### src/rtl/stream_min_finder_if.sv
// Handshake bundle for stream_min_finder: sample stream in, min/index result out.
interface stream_min_finder_if #(
    parameter int W = 8,
    parameter int N = 8
);
    localparam int IW = $clog2(N);

    logic [W-1:0]  in_data;
    logic          in_valid;
    logic          in_ready;
    logic [W-1:0]  out_min;
    logic [IW-1:0] out_idx;
    logic          out_valid;
    logic          out_ready;

    modport master (
        output in_data, in_valid, out_ready,
        input  in_ready, out_min, out_idx, out_valid
    );

    modport slave (
        input  in_data, in_valid, out_ready,
        output in_ready, out_min, out_idx, out_valid
    );
endinterface

### src/rtl/stream_min_finder.sv
// Framed streaming minimum finder: reports the minimum of each N-sample frame
// and the index of its first occurrence.
module stream_min_finder #(
    parameter int W = 8,
    parameter int N = 8
) (
    input  logic                clock,
    input  logic                reset,
    stream_min_finder_if.slave  bus
);
    localparam int IW = $clog2(N);
    localparam logic [IW-1:0] LAST = IW'(N - 1);

    typedef enum logic {ACCUM, DONE} state_t;

    state_t        state, state_nxt;
    logic [IW-1:0] count;
    logic [W-1:0]  run_min;
    logic [IW-1:0] run_idx;
    logic [W-1:0]  out_min_r;
    logic [IW-1:0] out_idx_r;

    logic          in_xfer;
    logic          take;
    logic [W-1:0]  cand_min;
    logic [IW-1:0] cand_idx;

    // Candidate includes the sample on the current edge so the frame-final
    // sample participates in the reported result.
    always_comb begin
        in_xfer  = bus.in_valid && (state == ACCUM);
        take     = (count == '0) || (bus.in_data < run_min);
        cand_min = take ? bus.in_data : run_min;
        cand_idx = take ? count : run_idx;
    end

    always_comb begin
        state_nxt    = state;
        bus.in_ready = 1'b0;
        bus.out_valid = 1'b0;
        case (state)
            ACCUM: begin
                bus.in_ready = 1'b1;
                if (in_xfer && (count == LAST))
                    state_nxt = DONE;
            end
            DONE: begin
                bus.out_valid = 1'b1;
                if (bus.out_ready)
                    state_nxt = ACCUM;
            end
            default: state_nxt = ACCUM;
        endcase
    end

    always_ff @(posedge clock) begin
        if (reset) begin
            state <= ACCUM;
        end else begin
            state <= state_nxt;
        end
    end

    always_ff @(posedge clock) begin
        if (reset) begin
            count     <= '0;
            run_min   <= '1;
            run_idx   <= '0;
            out_min_r <= '0;
            out_idx_r <= '0;
        end else if (in_xfer) begin
            run_min <= cand_min;
            run_idx <= cand_idx;
            if (count == LAST) begin
                out_min_r <= cand_min;
                out_idx_r <= cand_idx;
                count     <= '0;
            end else begin
                count <= count + IW'(1);
            end
        end
    end

    assign bus.out_min = out_min_r;
    assign bus.out_idx = out_idx_r;
endmodule
### src/flat_wrapper.sv
// flat-port wrapper written by rule: the top's interface ports become plain ports
module stream_min_finder_flat 
#(
    parameter int W = 8,
    parameter int N = 8
)
  (clock, reset, bus_in_data, bus_in_valid, bus_out_ready, bus_in_ready, bus_out_min, bus_out_idx, bus_out_valid);
  stream_min_finder_if #(.W(W), .N(N)) bus_i ();
  input  logic clock;
  input  logic reset;
  input wire logic [$bits(bus_i.in_data)-1:0] bus_in_data;
  input wire logic [$bits(bus_i.in_valid)-1:0] bus_in_valid;
  input wire logic [$bits(bus_i.out_ready)-1:0] bus_out_ready;
  output wire logic [$bits(bus_i.in_ready)-1:0] bus_in_ready;
  output wire logic [$bits(bus_i.out_min)-1:0] bus_out_min;
  output wire logic [$bits(bus_i.out_idx)-1:0] bus_out_idx;
  output wire logic [$bits(bus_i.out_valid)-1:0] bus_out_valid;
  assign bus_i.in_data = bus_in_data;
  assign bus_i.in_valid = bus_in_valid;
  assign bus_i.out_ready = bus_out_ready;
  assign bus_in_ready = bus_i.in_ready;
  assign bus_out_min = bus_i.out_min;
  assign bus_out_idx = bus_i.out_idx;
  assign bus_out_valid = bus_i.out_valid;
  stream_min_finder #(.W(W), .N(N)) u_core (.clock(clock), .reset(reset), .bus(bus_i));
endmodule
### config.mk
export PLATFORM = sky130hd
export DESIGN_NAME = stream_min_finder_flat
export DESIGN_NICKNAME = d
export VERILOG_FILES = /design/src/rtl/stream_min_finder_if.sv /design/src/rtl/stream_min_finder.sv /design/src/flat_wrapper.sv
export SDC_FILE = /design/constraint.sdc
export NUM_CORES = 1
export LEC_CHECK = 0
export ABC_AREA = 1
export CAP_MARGIN = 15
export CELL_PAD_IN_SITES_DETAIL_PLACEMENT = 0
export CELL_PAD_IN_SITES_GLOBAL_PLACEMENT = 1
export CORE_MARGIN = 1
export CORE_UTILIZATION = 39
export DETAILED_ROUTE_END_ITERATION = 10
export MAX_ROUTING_LAYER = met4
export PLACE_DENSITY = 0.88
export SETUP_SLACK_MARGIN = 0.05
export SYNTH_ARGS = -nofsm -noshare
export SYNTH_HDL_FRONTEND = slang
export SYNTH_SLANG_ARGS = --single-unit
export TNS_END_PERCENT = 10
### constraint.sdc
create_clock -name clock -period 2.43 [get_ports clock]
set_input_delay 0.729 -clock clock [delete_from_list [all_inputs] [get_ports clock]]
set_output_delay 0.729 -clock clock [all_outputs]
set_load 0.005 [all_outputs]
Word-level counts from Yosys, hierarchy flattened
Cells that the tools add are included.
- bits of input ports: 12
- bits in registers: 26
- output and inout port bits: 13
- add/subtract/negate cells: 1
- magnitude comparators: 1
- equal/unequal tests: 1
- multiplexer cells: 8
- bitwise operators: 1
- reductions and logical operators: 5
- operators by type and width (cell ; count):
    8-bit less-than comparator ; 1
    8-bit 2-to-1 mux ; 1
    3-bit 2-to-1 mux ; 2
    1-bit 2-to-1 mux ; 4
    3-bit by 1-bit adder with 3-bit output (second input constant) ; 1
    3-bit == test (second input constant) ; 1
    3-bit logical NOT ; 1
    1-bit logical AND ; 2
    1-bit case mux with 2 select lines ; 1
    2-bit AND reduction ; 1
    1-bit logical OR ; 1
    1-bit inverter ; 1

Logic depth before layout (Yosys ltp)
- depth in word-level cells: 5
- depth in mapped cells: 13
- mapped depth without buffers: 13

Worst setup path after synthesis
No wires, ideal clock.
- path type: input to register
- start point: in bus_in_data[7]
- end point: reg u_core.run_idx[1]
- stages: 9
- data arrival time: 1718 ps
- buffers on the path: 1
- slack: 604 ps
- path through: ha_1 -> a21oi_1 -> o21a_1 -> nand2_2 -> buf_6 -> nand3_2 -> nand3_1 -> nand2_1 -> inv_1
- word-level cells in the longest chain between the ends: 3
- ends and longest elaborated chain (element ; line ; text):
    start, declared ; flat_wrapper.sv:11 ; input wire logic [$bits(bus_i.in_data)-1:0] bus_in_data;
    8-bit less-than comparator ; stream_min_finder.sv:32 ; take = (count == '0) || (bus.in_data < run_min);
    1-bit logical OR ; stream_min_finder.sv:32 ;
    3-bit 2-to-1 mux ; stream_min_finder.sv:34 ; cand_idx = take ? count : run_idx;
    end signal, assigned ; stream_min_finder.sv:73 ; run_idx <= cand_idx;
    end, declared ; stream_min_finder.sv:19 ; logic [IW-1:0] run_idx;
Every way passes these cells.
A chain may end at the register's enable or synchronous reset.

Final worst setup path
- start point: in bus_in_data[7]
- end point: reg u_core.out_idx_r[0], in the netlist u_core.bus.out_idx[0]
- word-level cells in the longest chain between the ends: 3
- ends and longest elaborated chain (element ; line ; text):
    8-bit less-than comparator ; stream_min_finder.sv:32 ;
    1-bit logical OR ; stream_min_finder.sv:32 ;
    3-bit 2-to-1 mux ; stream_min_finder.sv:34 ;
    end signal, assigned ; stream_min_finder.sv:76 ; out_idx_r <= cand_idx;
    end, declared ; stream_min_finder.sv:21 ; logic [IW-1:0] out_idx_r;
Every way passes these cells.

==> impl_metrics.tcl <==
set metrics [dict create \
    fin_area_sq_mm 0.00167 \
    floorplan.initialDensity_pct 42.7 \
    wl_met1_mm 1.39 \
    cts_made_buffers 3 \
    hold_buffers 0 \
    post-cts-setup-buffer-count 0 \
    fill_cells 339 \
    worstPathMaxFanout 10 \
    clock_latency_ps 320 \
    leakage_nw 0.875 \
    detail_route.vias_per_cell 4.76 \
    setup_violations 0 \
    pin_count 25 \
    grt_pass1_vias 1198 \
    grt_max_degree 16 \
    power_density_mw_per_mm2 484 \
    cts_tree "yes" \
    holdWs_ps 458 \
    top_layer "met4" \
    ys_ff_latch 26 \
    post-dp-hpwl_mm 2.18 \
    avgSynthCellArea_sq_um 6.93 \
    grt_pass1_wl_mm 5.06 \
    synthesis.nets 216 \
    netlist_area_sq_mm 0.00135 \
    rsz0062_at_grt "no" \
    die_x_um 60.7 \
    die_area_sq_mm 0.00369 \
    multi_input_area_sq_um 682 \
    yosys_most_used_dff "dfxtp_1" \
    postRouteAntennaNets 0 \
    synthArstFlopShare_pct 0 \
    post-synth-top-area-fraction_pct 38.7 \
    max-cap-violations 0 \
    rrSetupSlack_ps 690 \
    routed_wl_mm 2.94 \
    start_kind "primary input" \
    h-tree-depth 1 \
    wl_met3_um 108 \
    min_period_over_period_pct 87.2 \
    nNetsFinal 244 \
    grt_antenna_before_repair 0 \
    worstPathRequired_ps 2700 \
    gr-total-overflow 0 \
    wl_met2_mm 1.40 \
    synth.most_common_cell "nand2_1" \
    gp_congestion 0.826 \
    fin_crit_ps 2120 \
    dp.cells 261 \
    seq_area_sq_um 520 \
    gr-usage-all-layers_pct 19.3 \
    die_y_um 60.7 \
    synthTopCellsByCount "nand2_1, nand3_1, dfxtp_1, inv_1, a21oi_1" \
    finalHoldViolCount 0 \
    post_drt_wl_per_cell_um 11.1 \
    skew_ps 8.67 \
    syn2layout_area_growth_pct 23.9 \
    final_max_slew_viol_count 0 \
    hp-start "u_core.bus.out_idx[1]" \
    root_buffer "clkbuf_4" \
    place_area_sq_mm 0.00164 \
    r2r_start "u_core.count[0]" \
    worst_pin_slew_ps 503 \
    synth.yosys.seq_area_share_pct 38.7 \
    arrival_ps 2390 \
    worstHoldPathType "reg2reg" \
    outcome "finished, final reports clean" \
    finalNonFillerCells 264 \
    drtPass1Iterations 4 \
    startpoint "bus_in_data[7]" \
    slew_headroom_pct 66.4 \
    yosysWarnings 0 \
    fp-row-count 20 \
    vias 1257 \
    drt-initial-drc-count 53 \
    synthTopCellsByArea "dfxtp_1, nand2_1, nand3_1" \
    postLayoutCoreUtil_pct 52.9 \
    coreArea_sq_mm 0.00315 \
    cp-end-kind "flip-flop" \
    power.total_mw 0.806 \
    synth_cells 194 \
    synth-edff-count 0 \
    layout-drive-gt1-share_pct 8.18 \
    worstSetupPathType "in2reg" \
    numPortBuffers 24 \
    drc 0 \
    cts_max_path_buffers 2 \
    vdd_ir_drop_max_mv 0.220 \
    yosysUniqueCellTypes 19 \
    cts_sinks 26 \
    yosysTopAreaCell "dfxtp_1" \
    cts.clk_slew.worst_paths_ps 120 \
    antenna_cells 0 \
    cts.repair.resized 0 \
    max_freq_mhz 472 \
]
## critical path: stages
cell             delay [ps]
clkdlybuf4s50_1         430
ha_1                    320
a21oi_1                 160
o21a_1                  170
nand2_2                  90
nand2_2                 190
nand2_1                 110
nand2_1                  70
nand2_1                  60
nand2_1                  50
## worst paths after layout
kind / cells past startpoint / to
max: 10 / u_core.bus.out_idx[0]
min: 2 / u_core.bus.out_idx[1]
max reg2reg: 8 / u_core.run_idx[0]
min reg2reg: 2 / u_core.bus.out_idx[1]
## metrics by stage
stage	setup TNS (ps)	setup slack (ps)
2_1_floorplan	0	604
3_3_place_gp	0	39.8
3_5_place_dp	-106	-17.0
4_1_cts	0	326
5_1_grt	0	176
6_report	0	312
## power breakdown
group	internal, mW	leakage, nW	switching [mW]
clock	0.0581	0.0138	0.119
combinational	0.0694	0.648	0.101
sequential	0.446	0.213	0.0126
total	0.574	0.875	0.233
## registers in the layout, indices dropped and copies added, names as in the netlist
signal / flops
u_core.run_idx: 3
u_core.bus.out_idx: 3
u_core.run_min: 8
u_core.count: 3
u_core.state: 1
u_core.bus.out_min: 8
## cells by family after synthesis
logic type / Yosys count / share of synthesized area [%]
AOI/OAI and AO/OA: 17 / 6.51
adders and majority gates: 10 / 9.30
and+or+nand+nor: 107 / 34.9
buffers and inverters: 34 / 10.6
DFF: 26 / 38.7
## cell usage in the layout, fill, tap and decap left out, types with 3 or more instances in the layout
cell / n
inv_1: 26
dfxtp_1: 26
a21oi_1: 14
ha_1: 10
clkdlybuf4s50_1: 24
clkbuf_4: 3
nand2_2: 5
nor2_1: 10
nand3_1: 28
buf_4: 6
nand2_1: 59
## layer usage
| metal | track usage (%) | vias up |
|---|---|---|
| met2 | 32.8 | 32 |
| li1 | - | 661 |
| met4 | 6.82 | 0 |
| met5 | - | - |
| met3 | 3.20 | 5 |
| met1 | 22.8 | 559 |
## layout make-up
| class | instances | share of cell area, % |
|---|---|---|
| Clock buffer | 3 | 1.35 |
| Inverter | 27 | 6.08 |
| Multi-Input combinational cell | 134 | 40.9 |
| Sequential cell | 26 | 31.2 |
| Tap cell | 44 | 3.30 |
| Timing Repair Buffer | 30 | 17.1 |
(Power assumes the default switching activity.)
==> variant 1: new RTL, same settings <==
Reset style: asynchronous (`reset`), changed in 2 clocked blocks.
--- a/src/rtl/stream_min_finder.sv
+++ b/src/rtl/stream_min_finder.sv
@@ -55,3 +55,3 @@
 
-    always_ff @(posedge clock) begin
+    always_ff @(posedge clock or posedge reset) begin
         if (reset) begin
@@ -63,3 +63,3 @@
 
-    always_ff @(posedge clock) begin
+    always_ff @(posedge clock or posedge reset) begin
         if (reset) begin
Function: differs if reset is asserted again (counterexample within 10 cycles, from zero or initial values and one cycle with reset high); with reset held inactive, the same outputs for 10 cycles.
==> variant 1 against the original RTL <==
  * Non-clock buffer count increased by 3
  * Worst setup slack got worse by 51 ps
  * Critical path type unchanged
  * Area after synthesis increased by 11%
  * Design area increased by 13%
  * Routed wire length increased by 6.7%
  * Sequential cell count unchanged
  * Synthesized cell count decreased by 4.6%
Power is not compared: it rests on default switching activity, and its combinational part moved more than twofold at a synthesized area within 25%.
==> variant 1: results (changes against the original RTL) <==
worst r2r src -> u_core.run_min[7]
met1 Use GR -> 22.6% (-0.17 points)
worst skew pair latency -> 270 ps (-50 ps)
GRT Resource Usage Total -> 18.1% (-1.2 points)
ranking of synthesized cells by area -> dfrtp_1, nand2_1, dfstp_2
Min Hold Slack -> 468 ps (+10.4 ps)
met3 GRT Util -> 4.29% (+1.1 points)
via count -> 1195 (-4.9%)
largest net degree at the start of global routing -> 27 (+11)
Final nets -> 239 (-2.0%)
synth unique cells -> 18 (-1)
vias in the first global route -> 1207 (+0.75%)
dpl hpwl -> 2.32 mm (+6.3%)
number of nets produced by synthesis -> 207 (-4.2%)
share of layout cells above drive strength 1 -> 15.7% (+7.6 points)
Final period util -> 89.3% (+2.1 points)
Post-synth ARST share -> 100% (+100 points)
final wirelength -> 3.14 mm (+6.7%)
R2R depth -> 9 (+1)
outcome -> completed
GR Util met2 -> 28.7% (-4.1 points)
post-synthesis sequential area ratio -> 44.3% (+5.6 points)
Placed Instances -> 260 (-0.38%)
synthesized instance count -> 185 (-4.6%)
cell family with most CP delay -> simple AND/OR/NAND/NOR gates
Worst Hold Launch -> u_core.run_min[6]
Switching Fraction -> 38.4%
Iteration-0 DRC Markers -> 75 (+42%)
placed inst area -> 1810 um2 (+10%)
Fillers -> 336 (-0.88%)
crit path DAT -> 2330 ps (-60 ps)
Synth top cells by count -> nand2_1, inv_1, nand3_1, dfrtp_1, ha_1
Relative slew margins -> 73.0% (+6.6 points)
Clock Root Buffer -> clkbuf_8
first-pass GRT wire length -> 5.44 mm (+7.4%)
RePlAce Congestion -> 0.826 (about the same)
compound-cell area share of the yosys netlist -> 2.85% (-3.7 points)
clock skew -> 7.65 ps (-1.02 ps)
register-to-register setup slack -> 600 ps (-90 ps)
Hold Path End -> u_core.run_min[6]
vias per inst -> 4.53 (-4.9%)
Synthesis Warnings -> 0 (unchanged)
Worst R2R End -> u_core.bus.out_min[7]
Post-synth top flop -> dfrtp_1
Post-Synth Adder-Cell Area -> 8.38% (-0.92 points)
-- variant 1: cell type report --
type | count | area share [%]
clock buffer | 3 | 2.19
clock inverter | 1 | 1.59
inverter | 28 | 5.57
multi-input combinational | 125 | 36.1
sequential | 26 | 35.0
tap | 48 | 3.19
timing repair buffer | 33 | 16.3
-- variant 1: cell families (layout without fill, tap and decap cells) --
kind of cell,count (synthesis),count (layout)
buffers and inverters,34,65
flip-flops,26,26
adder cells (fa/ha/maj),10,10
AO/OA/AOI/OAI,8,8
AND/OR/NAND/NOR,107,107
-- variant 1: worst max-delay path by stage --
stage,from,end,depth (start not counted)
finish,bus_in_data[7],u_core.bus.out_min[7],9
CTS,bus_in_data[7],u_core.bus.out_min[7],9
floorplan,bus_in_data[7],u_core.bus.out_idx[0],8
global placement,bus_in_data[7],u_core.bus.out_min[5],9
detailed placement,bus_in_data[7],u_core.bus.out_idx[1],9
global route,bus_in_data[7],u_core.bus.out_min[0],9
-- variant 1: routing by layer --
layer / vias to the layer above / wire [um]
li1: 638 / -
met1: 525 / 1470
met2: 28 / 1500
met3: 4 / 133
met4: 0 / 36
met5: - / 0
-- variant 1: power groups by stage --
stage / sequential, mW / clock [mW] / combinational (mW)
finish: 0.807 / 0.351 / 1.19
global placement: 0.814 / 0 / 1.18
global route: 0.838 / 0.386 / 1.37
CTS: 0.809 / 0.366 / 1.21
detailed placement: 0.812 / 0 / 1.21
floorplan: 0.799 / 0 / 0.800
-- variant 1: stage by stage --
stage                     worst slack (ps)  util, %
after global routing                   122     51.5
after floorplan                        603        -
after global placement              -0.166     49.6
after detailed placement             -22.3     49.6
final                                  260     51.5
after CTS                              254     51.5
==> variant 2: new RTL, same flow settings <==
Made on the original files. `W` is set to 8 in 3 places; all go to 6.
--- a/src/rtl/stream_min_finder_if.sv
+++ b/src/rtl/stream_min_finder_if.sv
@@ -2,3 +2,3 @@
 interface stream_min_finder_if #(
-    parameter int W = 8,
+    parameter int W = 6,
     parameter int N = 8
--- a/src/rtl/stream_min_finder.sv
+++ b/src/rtl/stream_min_finder.sv
@@ -3,3 +3,3 @@
 module stream_min_finder #(
-    parameter int W = 8,
+    parameter int W = 6,
     parameter int N = 8
--- a/src/flat_wrapper.sv
+++ b/src/flat_wrapper.sv
@@ -3,3 +3,3 @@
 #(
-    parameter int W = 8,
+    parameter int W = 6,
     parameter int N = 8
Ports: changed (resized bus_in_data and bus_out_min); port bits go from 25 to 21. No check against the original RTL was run, so the function may have changed too.
==> variant 2 against the original RTL <==
  * Worst setup slack better by 21 ps
  * Clock power rose by 61%
  * Synthesized cell count fell by 15%
  * Die area is 14% lower
  * Combinational power fell by 14%
  * Total power increased by 1.6%
  * Global-route usage decreased by 2.0 points
  * Area after synthesis fell by 15%
  * Design area is 13% lower
  * Routed wire length fell by 17%
  * Sequential cell count shrank 4
  * Critical endpoint is now u_core.run_min[3]
  * Largest power group unchanged
==> variant 2: results (changes against the original RTL) <==
outcome -> completed
clock skew -> 4.88 ps (-3.79 ps)
Fillers -> 276 (-19%)
post-synthesis sequential area ratio -> 38.3% (-0.40 points)
final wirelength -> 2.44 mm (-17%)
RePlAce Congestion -> 0.836 (+1.3%)
first-pass GRT wire length -> 4.16 mm (-18%)
Iteration-0 DRC Markers -> 28 (-47%)
non-filler cells, final -> 219 (-17%)
largest net degree at the start of global routing -> 14 (-2)
Yosys top cell area share -> 38.3% (-0.40 points)
worst r2r src -> u_core.run_min[5]
number of nets produced by synthesis -> 182 (-16%)
Worst R2R End -> u_core.run_min[3]
Setup WS pre-CTS -> 2.84 ps (+19.8 ps)
dpl hpwl -> 1.79 mm (-18%)
GRT Resource Usage Total -> 17.3% (-2.0 points)
Max VDD drop -> 0.000333 V (+51%)
ranking of synthesized cells by area -> dfxtp_1, nand2_1, nand3_1
register-to-register setup slack -> 830 ps (+140 ps)
compound-cell area share of the yosys netlist -> 7.07% (+0.56 points)
Leakage -> 0.756 nW (-14%)
vias in the first global route -> 991 (-17%)
Worst Hold Launch -> u_core.bus.out_min[2]
PortBufs -> 20 (-17%)
crit path DAT -> 2320 ps (-70 ps)
R2R depth -> 10 (+2)
placed inst area -> 1390 um2 (-15%)
share of layout cells above drive strength 1 -> 9.57% (+1.4 points)
vias per inst -> 4.75 (-0.17%)
Synth top cells by count -> nand2_1, inv_1, nand3_1, dfxtp_1, a21oi_1
[variant 2: power by group]
group / switching, mW / internal [mW]
Combinational: 0.0891 / 0.0576
Sequential: 0.0105 / 0.378
Clock: 0.118 / 0.167
Total: 0.218 / 0.602
[variant 2: kinds of logic after synthesis]
family | Yosys count
adders and majority gates | 8
DFF | 22
and+or+nand+nor | 90
AOI/OAI and AO/OA | 14
buffers and inverters | 30
[variant 2: worst max path at each step]
stage                   start                    end  slack (ps)  cells after the start
4_1_cts        bus_in_data[5]      u_core.run_min[3]         350                     10
5_1_grt        bus_in_data[5]  u_core.bus.out_min[5]         230                     10
3_3_place_gp   bus_in_data[5]      u_core.run_min[4]          40                     10
2_1_floorplan  bus_in_data[5]      u_core.run_min[4]         630                      9
3_5_place_dp   bus_in_data[5]      u_core.run_min[3]           3                     10
6_report       bus_in_data[5]      u_core.run_min[3]         330                     10
[variant 2: critical path, stage by stage]
cell and delay, ps:
clkdlybuf4s50_1 440, ha_1 340, nand2_1 110, inv_2 50, a21oi_4 170, nand2_4 120
nand2_4 130, nand2_1 80, nand3_1 90, nand2_1 50
[variant 2: layout make-up]
class,count,area [um2],share of cell area (%)
Tap cell,31,38.8,2.68
Clock buffer,3,22.5,1.56
Sequential cell,22,440,30.5
Multi-Input combinational cell,112,589,40.8
Inverter,27,101,7.01
Timing Repair Buffer,23,223,15.4
Clock inverter,1,30.0,2.08
[variant 2: metrics by stage]
stage               hold slack, ps  util (%)
floorplan                      441         -
global placement               437      50.1
detailed placement             442      50.1
CTS                            464      52.0
global route                   476      52.0
finish                         461      52.0
[variant 2: per-layer routing]
| metal | part of all wire (%) | vias to the layer above | track usage, % |
|---|---|---|---|
| met5 | 0 | - | - |
| met4 | 0.74 | 0 | 6.27 |
| met3 | 2.9 | 2 | 2.30 |
| met2 | 46 | 16 | 28.6 |
| met1 | 50 | 462 | 21.6 |
| li1 | - | 561 | - |
